<file path="config.mk">
export PLATFORM = sky130hd
export DESIGN_NAME = muldiv_control_seq
export DESIGN_NICKNAME = d
export VERILOG_FILES = /design/src/rtl/cpu_ctrl_pkg.sv /design/src/rtl/reg_onehot_dec.sv /design/src/rtl/muldiv_control_seq.sv
export SDC_FILE = /design/constraint.sdc
export NUM_CORES = 1
export LEC_CHECK = 0
export BUFFER_PORTS_ARGS = -buffer_cell sky130_fd_sc_hd__buf_2
export CELL_PAD_IN_SITES_DETAIL_PLACEMENT = 1
export CELL_PAD_IN_SITES_GLOBAL_PLACEMENT = 1
export CORE_MARGIN = 4
export CORE_UTILIZATION = 31
export DETAILED_ROUTE_END_ITERATION = 16
export PLACE_DENSITY = 0.83
export SYNTH_ARGS = -nofsm -noshare
export SYNTH_HDL_FRONTEND = slang
export SYNTH_HIERARCHICAL = 1
export SYNTH_SLANG_ARGS = --single-unit
</file>
<file path="constraint.sdc">
create_clock -name clk -period 2.22 [get_ports clk]
set_clock_uncertainty 0.2 [all_clocks]
set_input_delay 0.111 -clock clk [delete_from_list [all_inputs] [get_ports clk]]
set_output_delay 0.111 -clock clk [all_outputs]
set_load 0.05 [all_outputs]
</file>
<file path="src/rtl/cpu_ctrl_pkg.sv">
// Shared definitions for the MUL/DIV control sequencer: state encoding, datapath
// enable/bus-select bit positions, ALU operation codes and opcodes.
package cpu_ctrl_pkg;

  typedef enum logic [2:0] {
    ST_IDLE,
    ST_T0,
    ST_T1,
    ST_T2,
    ST_T3,
    ST_T4,
    ST_T5,
    ST_T6
  } state_t;

  // Register load enable bit positions
  localparam int EN_HI  = 16;
  localparam int EN_LO  = 17;
  localparam int EN_PC  = 20;
  localparam int EN_MDR = 21;
  localparam int EN_IR  = 23;
  localparam int EN_Z   = 24;
  localparam int EN_MAR = 25;
  localparam int EN_Y   = 27;

  // Bus driver select bit positions
  localparam int SEL_ZHI = 18;
  localparam int SEL_ZLO = 19;
  localparam int SEL_PC  = 20;
  localparam int SEL_MDR = 21;

  localparam logic [3:0] ALU_NOP = 4'd0;
  localparam logic [3:0] ALU_MUL = 4'd11;
  localparam logic [3:0] ALU_DIV = 4'd12;

  localparam logic [4:0] OPC_MUL_DEFAULT = 5'b01111;
  localparam logic [4:0] OPC_DIV_DEFAULT = 5'b10000;

endpackage

</file>
<file path="src/rtl/reg_onehot_dec.sv">
// Register index decoder: turns a 4-bit register number into a 16-bit one-hot
// select for the R0-R15 bus drivers.
module reg_onehot_dec (
  input  logic [3:0]  idx,
  output logic [15:0] onehot
);

  generate
    for (genvar gi = 0; gi < 16; gi++) begin : g_dec
      assign onehot[gi] = (idx == 4'(gi));
    end
  endgenerate

endmodule

</file>
<file path="src/rtl/muldiv_control_seq.sv">
// Fetch/execute sequencer for MUL and DIV: walks T0-T6, driving the datapath's
// enables and bus selects from the current state, and writes the product/quotient into LO/HI.
module muldiv_control_seq
  import cpu_ctrl_pkg::*;
#(
  parameter int         MEM_WAIT_MAX = 15,
  parameter logic [4:0] OPC_MUL      = OPC_MUL_DEFAULT,
  parameter logic [4:0] OPC_DIV      = OPC_DIV_DEFAULT
) (
  input  logic        clk,
  input  logic        clr,
  input  logic        start,
  input  logic [31:0] ir,
  input  logic        mem_ack,
  output logic [31:0] enable,
  output logic [31:0] busSelect,
  output logic        MR_Read,
  output logic [3:0]  Control_Signals,
  output logic        inc_pc,
  output logic        busy,
  output logic        done,
  output logic        illegal_op,
  output logic        mem_err
);

  localparam logic [7:0] WAIT_LIMIT = 8'(MEM_WAIT_MAX);

  state_t      state_q, state_d;
  logic [7:0]  wait_cnt_q, wait_cnt_d;
  logic        done_q, done_d;
  logic        illegal_q, illegal_d;
  logic        mem_err_q, mem_err_d;

  logic [4:0]  opcode;
  logic        is_mul, is_div, op_legal;
  logic [15:0] ra_onehot, rb_onehot;
  logic [7:0]  wait_next;
  logic        unused_ir_bits;

  assign opcode         = ir[31:27];
  assign is_mul         = (opcode == OPC_MUL);
  assign is_div         = (opcode == OPC_DIV);
  assign op_legal       = is_mul | is_div;
  assign wait_next      = wait_cnt_q + 8'd1;
  assign unused_ir_bits = ^ir[18:0];

  reg_onehot_dec u_ra_dec (
    .idx    (ir[26:23]),
    .onehot (ra_onehot)
  );

  reg_onehot_dec u_rb_dec (
    .idx    (ir[22:19]),
    .onehot (rb_onehot)
  );

  always_comb begin
    state_d    = state_q;
    wait_cnt_d = wait_cnt_q;
    done_d     = 1'b0;
    illegal_d  = 1'b0;
    mem_err_d  = 1'b0;
    case (state_q)
      ST_IDLE: if (start) state_d = ST_T0;
      ST_T0: begin
        state_d    = ST_T1;
        wait_cnt_d = '0;
      end
      ST_T1: begin
        // A late ack arriving on the timeout edge still completes the fetch
        if (mem_ack) begin
          state_d    = ST_T2;
          wait_cnt_d = '0;
        end else if (wait_next == WAIT_LIMIT) begin
          state_d    = ST_IDLE;
          wait_cnt_d = '0;
          mem_err_d  = 1'b1;
        end else begin
          wait_cnt_d = wait_next;
        end
      end
      ST_T2: state_d = ST_T3;
      ST_T3: begin
        if (op_legal) begin
          state_d = ST_T4;
        end else begin
          state_d   = ST_IDLE;
          illegal_d = 1'b1;
        end
      end
      ST_T4: state_d = ST_T5;
      ST_T5: state_d = ST_T6;
      ST_T6: begin
        state_d = ST_IDLE;
        done_d  = 1'b1;
      end
      default: state_d = ST_IDLE;
    endcase
  end

  always_ff @(posedge clk or negedge clr) begin
    if (!clr) begin
      state_q    <= ST_IDLE;
      wait_cnt_q <= '0;
      done_q     <= 1'b0;
      illegal_q  <= 1'b0;
      mem_err_q  <= 1'b0;
    end else begin
      state_q    <= state_d;
      wait_cnt_q <= wait_cnt_d;
      done_q     <= done_d;
      illegal_q  <= illegal_d;
      mem_err_q  <= mem_err_d;
    end
  end

  // T3 reads ir directly: IR is only loaded on the T2->T3 edge
  always_comb begin
    enable          = '0;
    busSelect       = '0;
    MR_Read         = 1'b0;
    Control_Signals = ALU_NOP;
    inc_pc          = 1'b0;
    case (state_q)
      ST_T0: begin
        busSelect[SEL_PC] = 1'b1;
        enable[EN_MAR]    = 1'b1;
        enable[EN_PC]     = 1'b1;
        inc_pc            = 1'b1;
      end
      ST_T1: begin
        MR_Read        = 1'b1;
        enable[EN_MDR] = 1'b1;
      end
      ST_T2: begin
        busSelect[SEL_MDR] = 1'b1;
        enable[EN_IR]      = 1'b1;
      end
      ST_T3: begin
        if (op_legal) begin
          busSelect[15:0] = ra_onehot;
          enable[EN_Y]    = 1'b1;
        end
      end
      ST_T4: begin
        busSelect[15:0] = rb_onehot;
        enable[EN_Z]    = 1'b1;
        Control_Signals = is_mul ? ALU_MUL : ALU_DIV;
      end
      ST_T5: begin
        busSelect[SEL_ZLO] = 1'b1;
        enable[EN_LO]      = 1'b1;
      end
      ST_T6: begin
        busSelect[SEL_ZHI] = 1'b1;
        enable[EN_HI]      = 1'b1;
      end
      default: ;
    endcase
  end

  assign busy       = (state_q != ST_IDLE);
  assign done       = done_q;
  assign illegal_op = illegal_q;
  assign mem_err    = mem_err_q;

endmodule

</file>
==> impl_metrics.tcl, run 1 <==
set metrics [dict create \
    place.port_buffers 54 \
    antenna-diode-count 0 \
    finish.utilization_pct 35.4 \
    switchingPower_uw 996 \
    post_cts.repair.setup_buffers 0 \
    kind_of_launch_point_of_the_worst_setup_path "flop" \
    dp_hpwl_um 3430 \
    final_area_um2 1980 \
    area_delta_synth_final_pct 9.23 \
    worst_setup_hold_path_clk_slew_ps 60 \
    setup_viol_count_final 0 \
    pwr_density_cell_nw_per_um2 850 \
    final_net_count 275 \
    critical_path_peak_fanout 18 \
    slowest_cell_on_the_critical_path "sky130_fd_sc_hd__dfrtp_1" \
    layout_min_cycle_time_ps 2090 \
    multi_input_area_um2 1140 \
    die_h_um 84.5 \
    fp.dieArea_um2 7140 \
    tritoncts.num_buffers 3 \
    cell_breakdown_of_the_critical_path "nand2b_2 -> nor2_2 -> buf_4 -> a22o_1 -> buf_2" \
    root_buffer "sky130_fd_sc_hd__clkbuf_8" \
    grt_pass1_wl_um 7810 \
    worstSetupEndpointType "output pin" \
    htree_num_levels 1 \
    final_max_slew_viol_count 0 \
    final_hold_vios 0 \
    ys.flop_type "sky130_fd_sc_hd__dfrtp_1" \
    drt_pass1_iterations 4 \
    cpPeakStageDelay_ps 470 \
    final_layout_size_suffix_gt1_share_pct 39.8 \
    gp_congestion 0.772 \
    peakVddDrop_mv 0.796 \
    ys_ff_latch 14 \
    critical_path.n_buffers_inverters 2 \
    synth_area_per_cell_um2 9.12 \
    ys_types 40 \
    critPathArrivalTime_ps 1780 \
    layout.area.seq_um2 350 \
    drc_viols 0 \
    drt_iter0_drc 56 \
    yosys-top-cells-count "55 x sky130_fd_sc_hd__buf_4, 18 x sky130_fd_sc_hd__a22o_1, 14 x sky130_fd_sc_hd__dfrtp_1" \
    coreArea_um2 5610 \
    power_switching_share_pct 59.1 \
    crit_family "buffers and inverters" \
    standard_cell_area_after_detailed_placement_um2 1890 \
    initial_utilization_pct 32.4 \
    filler_cell_count_in_the_final_layout 694 \
    p_total_mw 1.68 \
    cts.path.max_buffers 2 \
    grt.overflow.total 0 \
    critical_path_required_ps 1910 \
    antenna_found_initial 0 \
    yosys.area.top_type "sky130_fd_sc_hd__buf_4" \
    worst-setup-path-type "flop to output pin" \
    finalCritPeriodShare_pct 94.3 \
    hold_path_class "input port to flop" \
    io_pins 110 \
    hold-worst-slack_ps 3.35 \
    synthCells 199 \
    synth_enable_flop_cells 0 \
    grt_max_degree 19 \
    width_of_the_chip_um 84.5 \
    route.final.wire_length_um 4720 \
    post_synth_instance_area_um2 1820 \
    timing.fmax_mhz 478 \
    setup.reg_to_reg.worst_slack_ps 160 \
    leakage_nw 0.971 \
    number_of_global_route_vias_before_repair 1532 \
    p_int_uw 688 \
    postSynth.asyncResetShare_pct 100 \
    synth_sequential_area_ratio_pct 19.3 \
    part_of_the_total_power_dissipated_in_sequential_elements_pct 21.6 \
    synth_warnings 6 \
    detail_route.wl_per_cell_um 15.3 \
    unrepaired_setup_endpoints_after_global_routing "no" \
    synth_top_cell_area_share_pct 22.7 \
    post_drt_via_cell_ratio 4.95 \
    max_cap_viol_count 0 \
    global_route.usage.total_pct 12.9 \
    synth.top_cells.by_area "sky130_fd_sc_hd__buf_4 23%, sky130_fd_sc_hd__dfrtp_1 19%, sky130_fd_sc_hd__a22o_1 8.7%, sky130_fd_sc_hd__and4bb_2 8.3%, sky130_fd_sc_hd__nor4b_2 7.4%" \
    outcome "finished, final reports clean" \
    tritoncts_clock_tree "built" \
    clock_sink_count 14 \
    clk_latency_ps 250 \
    yosysMostFrequentCell "sky130_fd_sc_hd__buf_4" \
    total_number_of_vias 1524 \
    part_of_the_total_power_dissipated_in_combinational_logic_pct 63.0 \
    row_count 27 \
    clkPwrFrac_pct 15.3 \
    detail-route-antenna-nets 0 \
]
[flip-flops by register name (all words and copies together) (netlist names)]
signal / count
done: 1
illegal_op: 1
wait_cnt_q: 8
mem_err: 1
state_q: 3
[power groups by stage]
stage                     logic (mW)  clock network [mW]  registers [mW]
final                           1.06               0.258           0.365
after global routing            1.15               0.284           0.372
after CTS                       1.06               0.266           0.363
after detailed placement        1.06                   0           0.366
after global placement          1.04                   0           0.361
after floorplan                0.979                   0           0.366
[cells in the final DEF, fill, tap and decap left out, types with 3 or more instances in the layout]
master / count
sky130_fd_sc_hd__and3_1: 4
sky130_fd_sc_hd__buf_4: 3
sky130_fd_sc_hd__a22o_1: 18
sky130_fd_sc_hd__conb_1: 36
sky130_fd_sc_hd__clkbuf_4: 11
sky130_fd_sc_hd__and4bb_2: 12
sky130_fd_sc_hd__clkbuf_8: 4
sky130_fd_sc_hd__nor2_1: 12
sky130_fd_sc_hd__nand2_1: 9
sky130_fd_sc_hd__a31oi_1: 4
sky130_fd_sc_hd__o21ai_0: 5
sky130_fd_sc_hd__dfrtp_1: 14
sky130_fd_sc_hd__o21ai_1: 7
sky130_fd_sc_hd__buf_2: 43
sky130_fd_sc_hd__nor4b_2: 9
sky130_fd_sc_hd__and4b_1: 8
sky130_fd_sc_hd__inv_1: 3
[area by class of cell]
class | instances | area share [%]
Clock buffer | 4 | 2.78
Inverter | 4 | 0.757
Tap cell | 72 | 4.54
Timing Repair Buffer | 58 | 16.7
Multi-Input combinational cell | 156 | 57.6
Sequential cell | 14 | 17.7
[what timing repair did]
item | 4_1_cts | 5_1_grt
gates resized for setup | 0 | 13
setup endpoints to repair | 0 | 17
endpoints found under the hold margin | 14 | 0
hold buffers | 1 | 0
[worst register-to-register path, stage by stage, from the launching register on]
cell and delay [ps]:
sky130_fd_sc_hd__dfrtp_1 430, sky130_fd_sc_hd__ha_1 280, sky130_fd_sc_hd__and3_2 260, sky130_fd_sc_hd__and4_4 200
sky130_fd_sc_hd__o2111ai_4 300, sky130_fd_sc_hd__nand3b_1 130, sky130_fd_sc_hd__a31oi_1 180
[per-layer routing]
metal,routed length [um],part of all wire [%],track usage (%),vias up
met5,0,0,0,-
met4,57,1.2,2.73,0
met3,210,4.5,1.96,4
met2,2350,50,22.1,54
met1,2100,45,17.3,727
li1,-,-,-,739
[path summary, 6_finish.rpt]
kind / startpoint / endpoint / cells past startpoint
worst max-delay path: state_q[1] / busSelect[10] / 5
worst max register to register: wait_cnt_q[0] / wait_cnt_q[2] / 6
max in group asynchronous: clr / state_q[2] / 2
min in group asynchronous: clr / wait_cnt_q[3] / 2
worst min-delay path: mem_ack / state_q[1] / 3
worst min register to register: wait_cnt_q[0] / wait_cnt_q[0] / 1
[stage by stage]
stage               setup slack, ps  TNS [ps]  cells
floorplan                     -4.09     -4.09    234
global placement                233         0    303
detailed placement              191         0    303
CTS                            49.9         0    308
global route                  0.876         0    308
finish                          126         0    308
[cells by family (layout without fill, tap and decap cells)]
group / Yosys count / after routing / share of synthesized area (%)
AND/OR/NAND/NOR: 76 / 76 / 35.6
buffers and inverters: 64 / 66 / 26.0
AO/OA/AOI/OAI: 40 / 40 / 16.6
flip-flops: 14 / 14 / 19.3
adder cells (fa/ha/maj): 2 / 2 / 1.38
XOR/XNOR: 2 / 2 / 0.965
other: 1 / 36 / 0.207
Power figures use the tool's default switching activity.
==> inputs of run 2 (changes only) <==
CELL_PAD_IN_SITES_DETAIL_PLACEMENT = 0   (was 1)
CORE_UTILIZATION = 28   (was 31)
PLACE_DENSITY = 0.79   (was 0.83)
clock period = 1.8 ns   (was 2.22 ns; I/O delays follow)
==> impl_metrics.tcl, run 2 (synthesis gave the netlist of run 1 again) <==
set metrics [dict create \
    route.final.wire_length_um 4510 \
    width_of_the_chip_um 88.5 \
    standard_cell_area_after_detailed_placement_um2 2050 \
    drc_viols 0 \
    grt_max_degree 19 \
    dp_hpwl_um 3050 \
    p_total_mw 2.39 \
    layout_min_cycle_time_ps 1820 \
    grt_pass1_wl_um 6600 \
    unrepaired_setup_endpoints_after_global_routing "yes" \
    antenna_found_initial 0 \
    die_h_um 88.5 \
    leakage_nw 1.18 \
    area_delta_synth_final_pct 37.1 \
    final_layout_size_suffix_gt1_share_pct 52.9 \
    detail-route-antenna-nets 0 \
    layoutNonFillerInstCount 336 \
    layout.cells.most_common_list "36 x sky130_fd_sc_hd__conb_1, 30 x sky130_fd_sc_hd__buf_2, 23 x sky130_fd_sc_hd__buf_4" \
    layout.area.seq_um2 353 \
    setup_ws_ps -24.6 \
    post-place-cells 320 \
    largest_register_ff_count 8 \
    grt.overflow.total 0 \
    total_number_of_vias 1580 \
    filler_cell_count_in_the_final_layout 636 \
    critical_path_peak_fanout 9 \
    global_route.usage.total_pct 10.4 \
    tritoncts.num_buffers 3 \
    largest-register "wait_cnt_q" \
    io_pins 110 \
    drt_pass1_iterations 6 \
    drt_iter0_drc 46 \
    worstSetupEndpointType "output pin" \
    final_area_um2 2490 \
    finalCritPeriodShare_pct 101 \
    final_net_count 299 \
    coreArea_um2 6310 \
    multi_input_area_um2 1280 \
    peakVddDrop_mv 0.800 \
    detail_route.wl_per_cell_um 13.4 \
    final_hold_vios 0 \
    worst_setup_hold_path_clk_slew_ps 60 \
    worst-setup-path-type "flop to output pin" \
    kind_of_launch_point_of_the_worst_setup_path "flop" \
    initial_utilization_pct 28.8 \
    outcome "finished with violations" \
    largestRegisters "wait_cnt_q (8), state_q (3)" \
    commonest_non_fill_non_tap_cell_in_the_layout "sky130_fd_sc_hd__conb_1" \
    violations "negative setup slack" \
    clk_latency_ps 240 \
    fp.dieArea_um2 7840 \
    pwr_density_cell_nw_per_um2 959 \
    max_cap_viol_count 0 \
    hold_path_class "input port to flop" \
    number_of_global_route_vias_before_repair 1356 \
    htree_num_levels 1 \
    cts.path.max_buffers 2 \
    gp_congestion 0.797 \
    place.port_buffers 54 \
    critPathArrivalTime_ps 1530 \
    clock_sink_count 14 \
    tritoncts_clock_tree "built" \
    setup_viol_count_final 13 \
    post_drt_via_cell_ratio 4.70 \
    timing.fmax_mhz 548 \
    final_max_slew_viol_count 0 \
    critical_path_required_ps 1510 \
    antenna-diode-count 0 \
    root_buffer "sky130_fd_sc_hd__clkbuf_8" \
    row_count 29 \
]
## run 2: layout make-up
| cell class | instances | share of cell area [%] |
|---|---|---|
| clock buffers | 3 | 1.66 |
| flip-flops and latches | 14 | 14.2 |
| multi-input cells | 156 | 51.4 |
| repair buffers | 82 | 28.2 |
| well taps | 77 | 3.87 |
| inverters | 4 | 0.754 |
## run 2: power breakdown
part / total, mW / switching, mW / internal [mW]
logic: 1.69 / 1.12 / 0.568
clock network: 0.253 / 0.106 / 0.148
registers: 0.442 / 0.0681 / 0.374
## run 2: timing repair
item,CTS,global route
resized for setup,36,41
endpoints found under the setup margin,24,28
pin swaps,3,9
hold buffers,2,0
gates cloned,0,2
endpoints found under the hold margin,15,0
setup buffers,2,7
## run 2: through the flow
stage	setup WS, ps	util, %	TNS (ps)	hold WS [ps]
floorplan	-198	-	-1030	-406
global placement	16.4	32.5	0	-180
detailed placement	-21.0	32.5	-32.6	-184
CTS	-20.9	35.7	-29.7	69.7
global route	-155	39.4	-2070	97.8
finish	-24.6	39.4	-127	80.2
## run 2: per-layer routing
| layer | vias to the layer above | GRT usage (%) | routed length [um] |
|---|---|---|---|
| met3 | 2 | 1.77 | 204 |
| li1 | 783 | - | - |
| met1 | 754 | 13.5 | 1910 |
| met4 | 0 | 2.06 | 27 |
| met5 | - | 0 | 0 |
| met2 | 41 | 18.0 | 2360 |
## run 2: worst max-delay path: stages, from the launching register on
cell,delay [ps]
sky130_fd_sc_hd__dfrtp_1,410
sky130_fd_sc_hd__clkinvlp_4,170
sky130_fd_sc_hd__nor2_4,230
sky130_fd_sc_hd__buf_12,150
sky130_fd_sc_hd__a22o_1,160
sky130_fd_sc_hd__buf_6,160
## run 2: worst paths after layout
check | from | endpoint | slack [ps] | cells past startpoint
setup / recovery | state_q[2] | busSelect[5] | -20 | 5
hold / removal | start | state_q[0] | 80 | 4
setup reg to reg | wait_cnt_q[0] | wait_cnt_q[2] | 0 | 6
hold reg to reg | state_q[1] | illegal_op | 310 | 1
max in group asynchronous | clr | state_q[0] | 1040 | 2
min in group asynchronous | clr | wait_cnt_q[6] | 90 | 2
==> inputs of run 3 (changes only) <==
CTS_CLUSTER_DIAMETER = 60   (was default)
REMOVE_ABC_BUFFERS = 1   (was default)
==> impl_metrics.tcl, run 3 (synthesis gave the netlist of run 1 again) <==
set metrics [dict create \
    width_of_the_chip_um 88.5 \
    hold_path_class "input port to async pin" \
    largestRegisters "wait_cnt_q (8), state_q (3)" \
    root_buffer "sky130_fd_sc_hd__clkbuf_8" \
    layout.cells.most_common_list "36 x sky130_fd_sc_hd__conb_1, 32 x sky130_fd_sc_hd__buf_2, 18 x sky130_fd_sc_hd__a22o_1" \
    outcome "finished with violations" \
    antenna_found_initial 0 \
    clock_sink_count 14 \
    row_count 29 \
    antenna-diode-count 0 \
    worstSetupEndpointType "flop" \
    crit_family "simple AND/OR/NAND/NOR gates" \
    die_h_um 88.5 \
    critical_path.n_buffers_inverters 0 \
    fp.dieArea_um2 7840 \
    cpPeakStageDelay_ps 380 \
    gp_congestion 0.750 \
    critical_path_peak_fanout 7 \
    largest-register "wait_cnt_q" \
    htree_num_levels 1 \
    slowest_cell_on_the_critical_path "sky130_fd_sc_hd__dfrtp_1" \
    leakage_nw 1.08 \
    total_number_of_vias 1596 \
    final_layout_size_suffix_gt1_share_pct 48.2 \
    fin_setup_tns_ps -9.60 \
    setup_viol_count_final 1 \
    initial_utilization_pct 28.8 \
    final_hold_vios 0 \
    max_cap_viol_count 0 \
    pwr_density_cell_nw_per_um2 1010 \
    detail-route-antenna-nets 0 \
    violations "negative setup slack" \
    final_max_slew_viol_count 0 \
    io_pins 110 \
    worst_setup_hold_path_clk_slew_ps 60 \
    cell_breakdown_of_the_critical_path "ha_2 -> and3_4 -> and4_4 -> o2111ai_4 -> nand3b_1 -> a31oi_1" \
    place.port_buffers 54 \
    critPathArrivalTime_ps 1780 \
    largest_register_ff_count 8 \
    critical_path_required_ps 1770 \
    drc_viols 0 \
    tritoncts_clock_tree "built" \
    detail_route.wl_per_cell_um 14.0 \
    dp_hpwl_um 3090 \
    unrepaired_setup_endpoints_after_global_routing "yes" \
    peakVddDrop_mv 0.933 \
    layout_min_cycle_time_ps 1810 \
    commonest_non_fill_non_tap_cell_in_the_layout "sky130_fd_sc_hd__conb_1" \
    clk_latency_ps 250 \
    coreArea_um2 6310 \
    post_drt_via_cell_ratio 4.87 \
    drt_pass1_iterations 4 \
    cts.path.max_buffers 2 \
    standard_cell_area_after_detailed_placement_um2 1990 \
    global_route.usage.total_pct 11.3 \
    worst-setup-path-type "flop to flop" \
    kind_of_launch_point_of_the_worst_setup_path "flop" \
    number_of_global_route_vias_before_repair 1461 \
    timing.fmax_mhz 553 \
    grt_pass1_wl_um 7380 \
    layoutNonFillerInstCount 328 \
    top_layer "met4" \
    wl_met2_um 2220 \
    filler_cell_count_in_the_final_layout 657 \
    drt_iter0_drc 59 \
    post-place-cells 319 \
    hold-worst-slack_ps 72.6 \
    p_total_mw 2.33 \
    route.final.wire_length_um 4590 \
    finalCritPeriodShare_pct 101 \
    tritoncts.num_buffers 3 \
    grt_max_degree 19 \
    final_net_count 290 \
    grt.overflow.total 0 \
    area_delta_synth_final_pct 27.0 \
    met3_length_um 377 \
    length_of_routed_wiring_on_met1_um 1980 \
    final_area_um2 2310 \
    setup_ws_ps -9.60 \
]
## run 3: changes by cell type in the layout (fill, tap and decap cells not counted), sizes merged
cell / previous run / this run
inv: 3 / 4
clkbuf: 6 / 8
clkinvlp: 1 / 0
buf: 77 / 67
## run 3: repair_timing
| action | in CTS | in global routing |
|---|---|---|
| pin swaps | 5 | 0 |
| setup buffers | 3 | 0 |
| hold buffers | 2 | 0 |
| endpoints found under the setup margin | 31 | 31 |
| gates resized for setup | 41 | 21 |
| hold endpoints to repair | 15 | 0 |
## run 3: per-layer routing
metal	GRT usage [%]	vias up
met4	0.824	0
met2	18.9	64
met3	2.42	2
li1	-	765
met1	15.6	765
met5	0	-
## run 3: power breakdown
group	switching [mW]	leakage (nW)	total (mW)	internal (mW)
clock network	0.120	0.0288	0.313	0.194
registers	0.0677	0.186	0.443	0.375
logic	1.10	0.865	1.57	0.468
total	1.29	1.08	2.33	1.04
## run 3: worst register-to-register path, stage by stage, from the launching register on
cell and delay, ps:
sky130_fd_sc_hd__dfrtp_1 380, sky130_fd_sc_hd__ha_2 200, sky130_fd_sc_hd__and3_4 200, sky130_fd_sc_hd__and4_4 200
sky130_fd_sc_hd__o2111ai_4 280, sky130_fd_sc_hd__nand3b_1 120, sky130_fd_sc_hd__a31oi_1 160
## run 3: path summary, 6_finish.rpt
path | startpoint | endpoint | slack [ps] | cells past startpoint
worst min-delay path | clr | mem_err | 70 | 2
worst min register to register | wait_cnt_q[0] | wait_cnt_q[0] | 390 | 2
worst max-delay path | wait_cnt_q[0] | wait_cnt_q[2] | -10 | 6
max in group asynchronous | clr | state_q[1] | 1060 | 2
min in group clk | start | state_q[0] | 80 | 4
worst max register to register | wait_cnt_q[0] | wait_cnt_q[2] | -10 | 6
## run 3: per-stage QoR
| stage | utilization, % | setup WS, ps |
|---|---|---|
| 2_1_floorplan | - | -2270 |
| 3_3_place_gp | 31.5 | -98.5 |
| 3_5_place_dp | 31.5 | -116 |
| 4_1_cts | 35.3 | -11.9 |
| 5_1_grt | 36.5 | -138 |
| 6_report | 36.5 | -9.60 |
## run 3: cell type report
| cell class | instances | area, um2 | share of cell area [%] |
|---|---|---|---|
| Multi-Input combinational cell | 156 | 1220 | 53.1 |
| Timing Repair Buffer | 73 | 562 | 24.4 |
| Sequential cell | 14 | 354 | 15.4 |
| Tap cell | 77 | 96.3 | 4.18 |
| Clock buffer | 4 | 55.1 | 2.39 |
| Inverter | 4 | 15.0 | 0.651 |
